<file path="config.mk">
export PLATFORM = sky130hd
export DESIGN_NAME = crypto_cmd_sequencer
export DESIGN_NICKNAME = d
export VERILOG_FILES = /design/src/rtl/crypto_cmd_sequencer.sv
export SDC_FILE = /design/constraint.sdc
export NUM_CORES = 1
export LEC_CHECK = 0
export CAP_MARGIN = 20
export CORE_MARGIN = 2
export CORE_UTILIZATION = 45
export DETAILED_ROUTE_END_ITERATION = 10
export GPL_TIMING_DRIVEN = 1
export PLACE_DENSITY = 0.71
export RECOVER_POWER = 50
export SLEW_MARGIN = 20
export SYNTH_ARGS = -nofsm -noshare
export SYNTH_HDL_FRONTEND = slang
export SYNTH_SLANG_ARGS = --single-unit
</file>
<file path="constraint.sdc">
create_clock -name clk -period 3.25 [get_ports clk]
set_clock_uncertainty 0.1 [all_clocks]
set_input_delay 0.325 -clock clk [delete_from_list [all_inputs] [get_ports clk]]
set_output_delay 0.325 -clock clk [all_outputs]
set_load 0.01 [all_outputs]
</file>
<file path="src/rtl/crypto_cmd_sequencer.sv">
// Converts front-panel command levels into one-cycle engine starts. It then tracks
// the engine's done handshake with ordering rules, a timeout and sticky error status.
module crypto_cmd_sequencer #(
  parameter int unsigned TIMEOUT_CYCLES = 1000000,
  parameter int unsigned CNT_W          = 20
) (
  input  logic       clk,
  input  logic       rst_n,
  input  logic       gen,
  input  logic       encrypt,
  input  logic       decrypt,
  input  logic       gen_done,
  input  logic       enc_done,
  input  logic       dec_done,
  output logic       gen_start,
  output logic       enc_start,
  output logic       dec_start,
  output logic       busy,
  output logic       cmd_ok,
  output logic       key_valid,
  output logic       ct_valid,
  output logic [1:0] err_code
);

  typedef enum logic [2:0] {
    S_IDLE,
    S_KEYGEN,
    S_ENC,
    S_DEC,
    S_DONE
  } state_t;

  localparam logic [1:0]       ERR_NONE      = 2'd0;
  localparam logic [1:0]       ERR_TIMEOUT   = 2'd1;
  localparam logic [1:0]       ERR_NOT_READY = 2'd2;
  localparam logic [CNT_W-1:0] CNT_TERM      = CNT_W'(TIMEOUT_CYCLES - 1);

  state_t           state_q, state_d;
  logic [CNT_W-1:0] cnt_q, cnt_d;
  logic             gen_q, enc_q, dec_q;
  logic             gen_edge, enc_edge, dec_edge;
  logic             op_done;
  logic             gen_start_d, enc_start_d, dec_start_d;
  logic             busy_d, cmd_ok_d;
  logic             key_valid_d, ct_valid_d;
  logic [1:0]       err_code_d;

  assign gen_edge = gen & ~gen_q;
  assign enc_edge = encrypt & ~enc_q;
  assign dec_edge = decrypt & ~dec_q;

  // Next-state and next-output logic; every register is computed here.
  always_comb begin
    state_d     = state_q;
    cnt_d       = cnt_q;
    key_valid_d = key_valid;
    ct_valid_d  = ct_valid;
    err_code_d  = err_code;
    gen_start_d = 1'b0;
    enc_start_d = 1'b0;
    dec_start_d = 1'b0;
    op_done     = ((state_q == S_KEYGEN) && gen_done) ||
                  ((state_q == S_ENC)    && enc_done) ||
                  ((state_q == S_DEC)    && dec_done);

    case (state_q)
      S_IDLE: begin
        cnt_d = '0;
        if (gen_edge) begin
          state_d     = S_KEYGEN;
          gen_start_d = 1'b1;
          key_valid_d = 1'b0;
          ct_valid_d  = 1'b0;
          err_code_d  = ERR_NONE;
        end else if (enc_edge) begin
          if (key_valid) begin
            state_d     = S_ENC;
            enc_start_d = 1'b1;
            ct_valid_d  = 1'b0;
            err_code_d  = ERR_NONE;
          end else begin
            err_code_d = ERR_NOT_READY;
          end
        end else if (dec_edge) begin
          if (ct_valid) begin
            state_d     = S_DEC;
            dec_start_d = 1'b1;
            err_code_d  = ERR_NONE;
          end else begin
            err_code_d = ERR_NOT_READY;
          end
        end
      end

      // Done beats the timeout terminal count when both land in the same cycle.
      S_KEYGEN, S_ENC, S_DEC: begin
        if (op_done) begin
          state_d = S_DONE;
          if (state_q == S_KEYGEN) key_valid_d = 1'b1;
          if (state_q == S_ENC)    ct_valid_d  = 1'b1;
        end else if (cnt_q == CNT_TERM) begin
          state_d    = S_IDLE;
          err_code_d = ERR_TIMEOUT;
        end else begin
          cnt_d = cnt_q + CNT_W'(1);
        end
      end

      S_DONE: state_d = S_IDLE;

      default: state_d = S_IDLE;
    endcase

    busy_d   = (state_d != S_IDLE);
    cmd_ok_d = (state_d == S_DONE);
  end

  // Command history resets high so levels held through reset never fire.
  always_ff @(posedge clk) begin
    if (!rst_n) begin
      state_q   <= S_IDLE;
      cnt_q     <= '0;
      gen_q     <= 1'b1;
      enc_q     <= 1'b1;
      dec_q     <= 1'b1;
      gen_start <= 1'b0;
      enc_start <= 1'b0;
      dec_start <= 1'b0;
      busy      <= 1'b0;
      cmd_ok    <= 1'b0;
      key_valid <= 1'b0;
      ct_valid  <= 1'b0;
      err_code  <= ERR_NONE;
    end else begin
      state_q   <= state_d;
      cnt_q     <= cnt_d;
      gen_q     <= gen;
      enc_q     <= encrypt;
      dec_q     <= decrypt;
      gen_start <= gen_start_d;
      enc_start <= enc_start_d;
      dec_start <= dec_start_d;
      busy      <= busy_d;
      cmd_ok    <= cmd_ok_d;
      key_valid <= key_valid_d;
      ct_valid  <= ct_valid_d;
      err_code  <= err_code_d;
    end
  end

endmodule
</file>
Word level (Yosys, flattened, before mapping)
Index checks and enable logic that the tools add are counted.
Widths: inputs -> output; s select.
{ "word_totals": {"ff_bits": 35, "latchBits": 0, "mem_bits_rw": 0, "romBits": 0, "in_bits": 8, "out_inout_bits": 9, "word_cells": 87, "n_memories": 0} }
{ "classes": {"n_addsub": 1, "n_mul": 0, "div": 0, "magnitude_cmp": 0, "eq_ne": 15, "shift": 0, "mux": 32, "n_bitwise": 10, "n_reduce_logical": 16} }
{ "ops": {"columns": ["operator", "count"], "rows": [
  ["$mux 20", 2],
  ["$pmux 20 s2", 1],
  ["$mux 3", 7],
  ["$add 20x1->20 const B", 1],
  ["$eq 20x20->1 const B", 1],
  ["$mux 2", 7],
  ["$ne 2x2->1 const B", 7],
  ["$mux 1", 11],
  ["$reduce_and 4->1", 2],
  ["$not 1->1", 7],
  ["$eq 3x2->1 const B", 2],
  ["$ne 3x3->1 const B", 2],
  ["$pmux 3 s2", 1],
  ["$reduce_and 5->1", 1],
  ["$reduce_or 5->1", 1],
  ["$ne 4x4->1 const B", 1],
  ["$pmux 1 s2", 2],
  ["$pmux 2 s2", 1],
  ["$reduce_or 4->1", 1],
  ["$and 1x1->1", 3],
  ["$eq 3x1->1 const B", 1],
  ["$eq 3x3->1 const B", 1],
  ["$logic_and 1x1->1", 3],
  ["$logic_not 3->1", 1],
  ["6 further kinds", 7]
]} }

Logic depth before layout (Yosys ltp)
{ "logic_depth": {"ltp_word": 7, "mapped_depth": 7, "depth_no_buf": 5} }

Least setup slack after synthesis
Ideal clock, no wire load.
{ "synth_path": {"kind": "register to register", "from": "reg state_q[1]", "to": "reg cnt_q[18]", "setup_time_ns": 0.072, "arrival_ns": 1.747, "setup_slack_ns": 1.330, "path_stages_with_launch": 7, "n_path_buf": 1, "synth_period_minus_slack_ns": 1.920, "cell_sequence": "dfxtp_1 buf_6 mux2_4 a2111oi_4 nand4_2 or3_1 a21oi_1"} }
{ "synth_between": {"elab_chain_len": 6} }
{ "synth_lines": {"columns": ["element", "line", "text"], "rows": [
  ["start: declaration", "38", "state_t state_q, state_d;"],
  ["start signal: assignment", "135", "state_q <= state_d;"],
  ["$eq 3x1->1 or $eq 3x2->1 (tied branches)", "62, 66, 63", null],
  ["$logic_and 1x1->1 (on tied branches)", "62, 63", null],
  ["$logic_or 1x1->1", "62", "op_done = ((state_q == S_KEYGEN) && gen_done) ||"],
  ["$logic_or 1x1->1", "63", "((state_q == S_ENC) && enc_done) ||"],
  ["$ne 2x2->1 (no line)", null, null],
  ["$reduce_and 3->1 (no line)", null, null],
  ["end signal: assignment", "136", "cnt_q <= cnt_d;"],
  ["end: declaration", "39", "logic [CNT_W-1:0] cnt_q, cnt_d;"]
]} }
Several ways; a longest one is shown, not always the timed one.
A chain may end at the register's enable or synchronous reset.

Worst setup path after layout
{ "layout_path": {"from": "reg state_q[0]", "to": "reg cnt_q[18]"} }
The elaborated chain is that of the path after synthesis.

==> results.tsv <==
stage	metric	value	unit
critical_path	slowest_stage	dfxtp_1	
floorplan	dieArea	4220	um2
timing	fmax	456	MHz
worst_hold_path	worstHoldPathType	flip-flop to flip-flop	
routing	drc	0	
routing	firstDrtPassIters	4	
routing	wl_per_cell	13.2	um
global_route	antenna_found_initial	0	
critical_path	cp.required	3350	ps
yosys	synth_area_leaders	dfxtp_1 (42%), nor2_1 (4.9%), xnor2_1 (4.2%)	
routing	routed_via_density	5.55	
floorplan	die_h	65.0	um
clock_network	cts_hold_buf	0	
floorplan	io_pins	17	
yosys	avgSynthCellArea	8.80	um2
power	ir_drop	0.261	mV
job	maxCapViolations	0	
finish	stdcell_area	1930	um2
power	power.leakage	0.658	nW
clock_network	cts_buffers	5	
clock_network	cts_setup_buffers	0	
finish	multi_input_area	913	um2
finish	nFillCells	337	
critical_path	r2r_setup_slack	1060	ps
power	power.density	412	nW/um2
floorplan	die_w	65.0	um
yosys	synth_common_cells	dfxtp_1 (35), nor2_1 (22), nand4_1 (10), a21oi_1 (9)	
critical_path	worst_r2r_path_depth	5	
global_route	grt-ovfl-total	0	
timing	slew_violations	0	
yosys	synth-seq-area-share	41.9	%
yosys	syn_nets	199	
floorplan	core_area	3610	um2
timing	finalSetupViolations	0	
placement	portBuffers	16	
critical_path	path_cells	and3b_1 > a2111oi_4 > nand4_2 > or3_1 > a21oi_1	
finish	regArea	701	um2
finish	post-route-util	53.4	%
placement	post_dp_cell_area	1850	um2
clock_network	cts_htree_levels	2	
placement	dp_cells	245	
power	finalPower	793	uW
timing	period_share	67.4	%
routing	ant_nets	0	
yosys	ys_warn_count	0	
finish	drive_above_1_share	8.87	%
finish	layout.cells.non_filler	251	
timing	fin_hold_ws	388	ps
yosys	synth_area	1670	um2
placement	place_congestion	0.827	
yosys	post-synth-top-count-cell	dfxtp_1	
yosys	synthArstFlopShare	0	%
yosys	synth-main-ff-cell	dfxtp_1	
yosys	synth-seq-cells	35	
clock_network	cts_sinks	35	
placement	post-place-ws	815	ps
clock_network	clk_pin_slew	60	ps
timing	worst_pin_slew	712	ps
routing	drtIter0Drc	93	
finish	syn_to_final_growth	15.1	%
critical_path	critPathKind	flip-flop to flip-flop	
timing	layout_min_cycle_time	2190	ps
critical_path	r2r_end	cnt_q[18]	
timing	maxSlewHeadroom	52.2	%
worst_hold_path	min_from	cnt_q[1]	
critical_path	crit_fanout	13	
yosys	synth_area_leader_cell	dfxtp_1	
global_route	grt_pass1_vias	1355	
worst_hold_path	holdPathEnd	cnt_q[1]	
critical_path	worstPathArrival	2300	ps
critical_path	r2r-start	state_q[0]	
critical_path	max_stage_delay	610	ps
routing	num_vias	1392	
yosys	syn_inst	190	
global_route	grt_max_degree	20	
run_status	outcome	finished, final reports clean	
critical_path	critPathLaunchType	flip-flop	
clock_network	cts-resized-gates	0	
clock_network	cts_tree	yes	
timing	rsz0062_at_grt	false	
worst_hold_path	hold_path_depth	2	
critical_path	worst_setup_path_end_kind	flip-flop	
timing	fin_tns_setup	0	ps
yosys	synth.top_cell.area_share	41.9	%
clock_network	clockBufferDepth	2	
finish	diodes	0	
clock_network	root_buffer	clkbuf_8	
yosys	yosysUniqueCellTypes	44	
timing	layout_setup_ws	1060	ps
floorplan	row_count	22	
timing	hold_viol_final	0	
finish	layout.nets	213	
global_route	grt_first_pass_wirelength	5.98	mm
clock_network	clk_latency	280	ps
yosys	synth_edf_count	0	
floorplan	start_util	46.4	%
placement	dp_hpwl	2.46	mm
global_route	grtUsageTotal	18.5	%
routing	wl	3.31	mm
==> state kept, by name (all words and copies together) (netlist names) <==
name       cells
dec_start      1
key_valid      1
err_code       2
enc_start      1
cmd_ok         1
enc_q          1
cnt_q         20
gen_q          1
busy           1
gen_start      1
dec_q          1
ct_valid       1
state_q        3
==> final cells by class <==
| cell class | instances | share of cell area, % |
|---|---|---|
| Clock buffer | 6 | 3.77 |
| Inverter | 5 | 0.975 |
| Multi-Input combinational cell | 141 | 47.4 |
| Sequential cell | 35 | 36.4 |
| Tap cell | 48 | 3.12 |
| Timing Repair Buffer | 16 | 8.32 |
==> cells by family (layout without fill, tap and decap cells) <==
kind of cell | count (synthesis) | in the layout | share of synthesized area (%)
simple gates | 96 | 96 | 32.7
flops | 35 | 35 | 41.9
compound gates | 29 | 29 | 12.6
buf+inv | 14 | 27 | 3.74
xor+xnor | 13 | 13 | 6.81
mux | 2 | 2 | 1.50
fa+ha+maj | 1 | 1 | 0.748
==> power by group <==
part | total (mW) | leakage (nW) | internal, mW | switching, mW
registers | 0.446 | 0.284 | 0.438 | 0.00771
logic | 0.0628 | 0.337 | 0.0301 | 0.0327
clock network | 0.284 | 0.0371 | 0.143 | 0.141
total | 0.793 | 0.658 | 0.611 | 0.182
==> per-layer routing <==
metal	up-vias	share of wire [%]	track usage, %
met2	31	46	29.9
met3	5	4.4	6.25
met5	-	0	0
li1	708	-	-
met4	0	1.7	7.18
met1	648	48	22.5
==> critical path, delay by kind of cell, from the launching register on <==
| family | cells | cell delay (ps) |
|---|---|---|
| AO/OA/AOI/OAI | 2 | 600 |
| flip-flops | 1 | 610 |
| AND/OR/NAND/NOR | 3 | 800 |
==> worst max path at each step <==
stage,from,end,cells after the start
floorplan,state_q[1],cnt_q[18],6
finish,state_q[0],cnt_q[18],5
CTS,cnt_q[2],cnt_q[3],5
global placement,gen_done,cnt_q[4],6
detailed placement,cnt_q[2],cnt_q[3],5
global route,cnt_q[2],cnt_q[3],5
==> placed cells by master, fill, tap and decap left out, drive strengths merged, types with 5 or more instances in the layout <==
| cell | instances |
|---|---|
| dfxtp | 35 |
| nor2 | 22 |
| dlygate4sd3 | 11 |
| nand4 | 11 |
| a21oi | 9 |
| nand2b | 8 |
| o21ai | 8 |
| nand2 | 8 |
| xnor2 | 8 |
| nand3 | 7 |
| or3 | 7 |
| nor4 | 6 |
| clkbuf | 6 |
| inv | 5 |
| xor2 | 5 |
| clkdlybuf4s50 | 5 |
No activity file was read; power rests on OpenSTA's default activity.
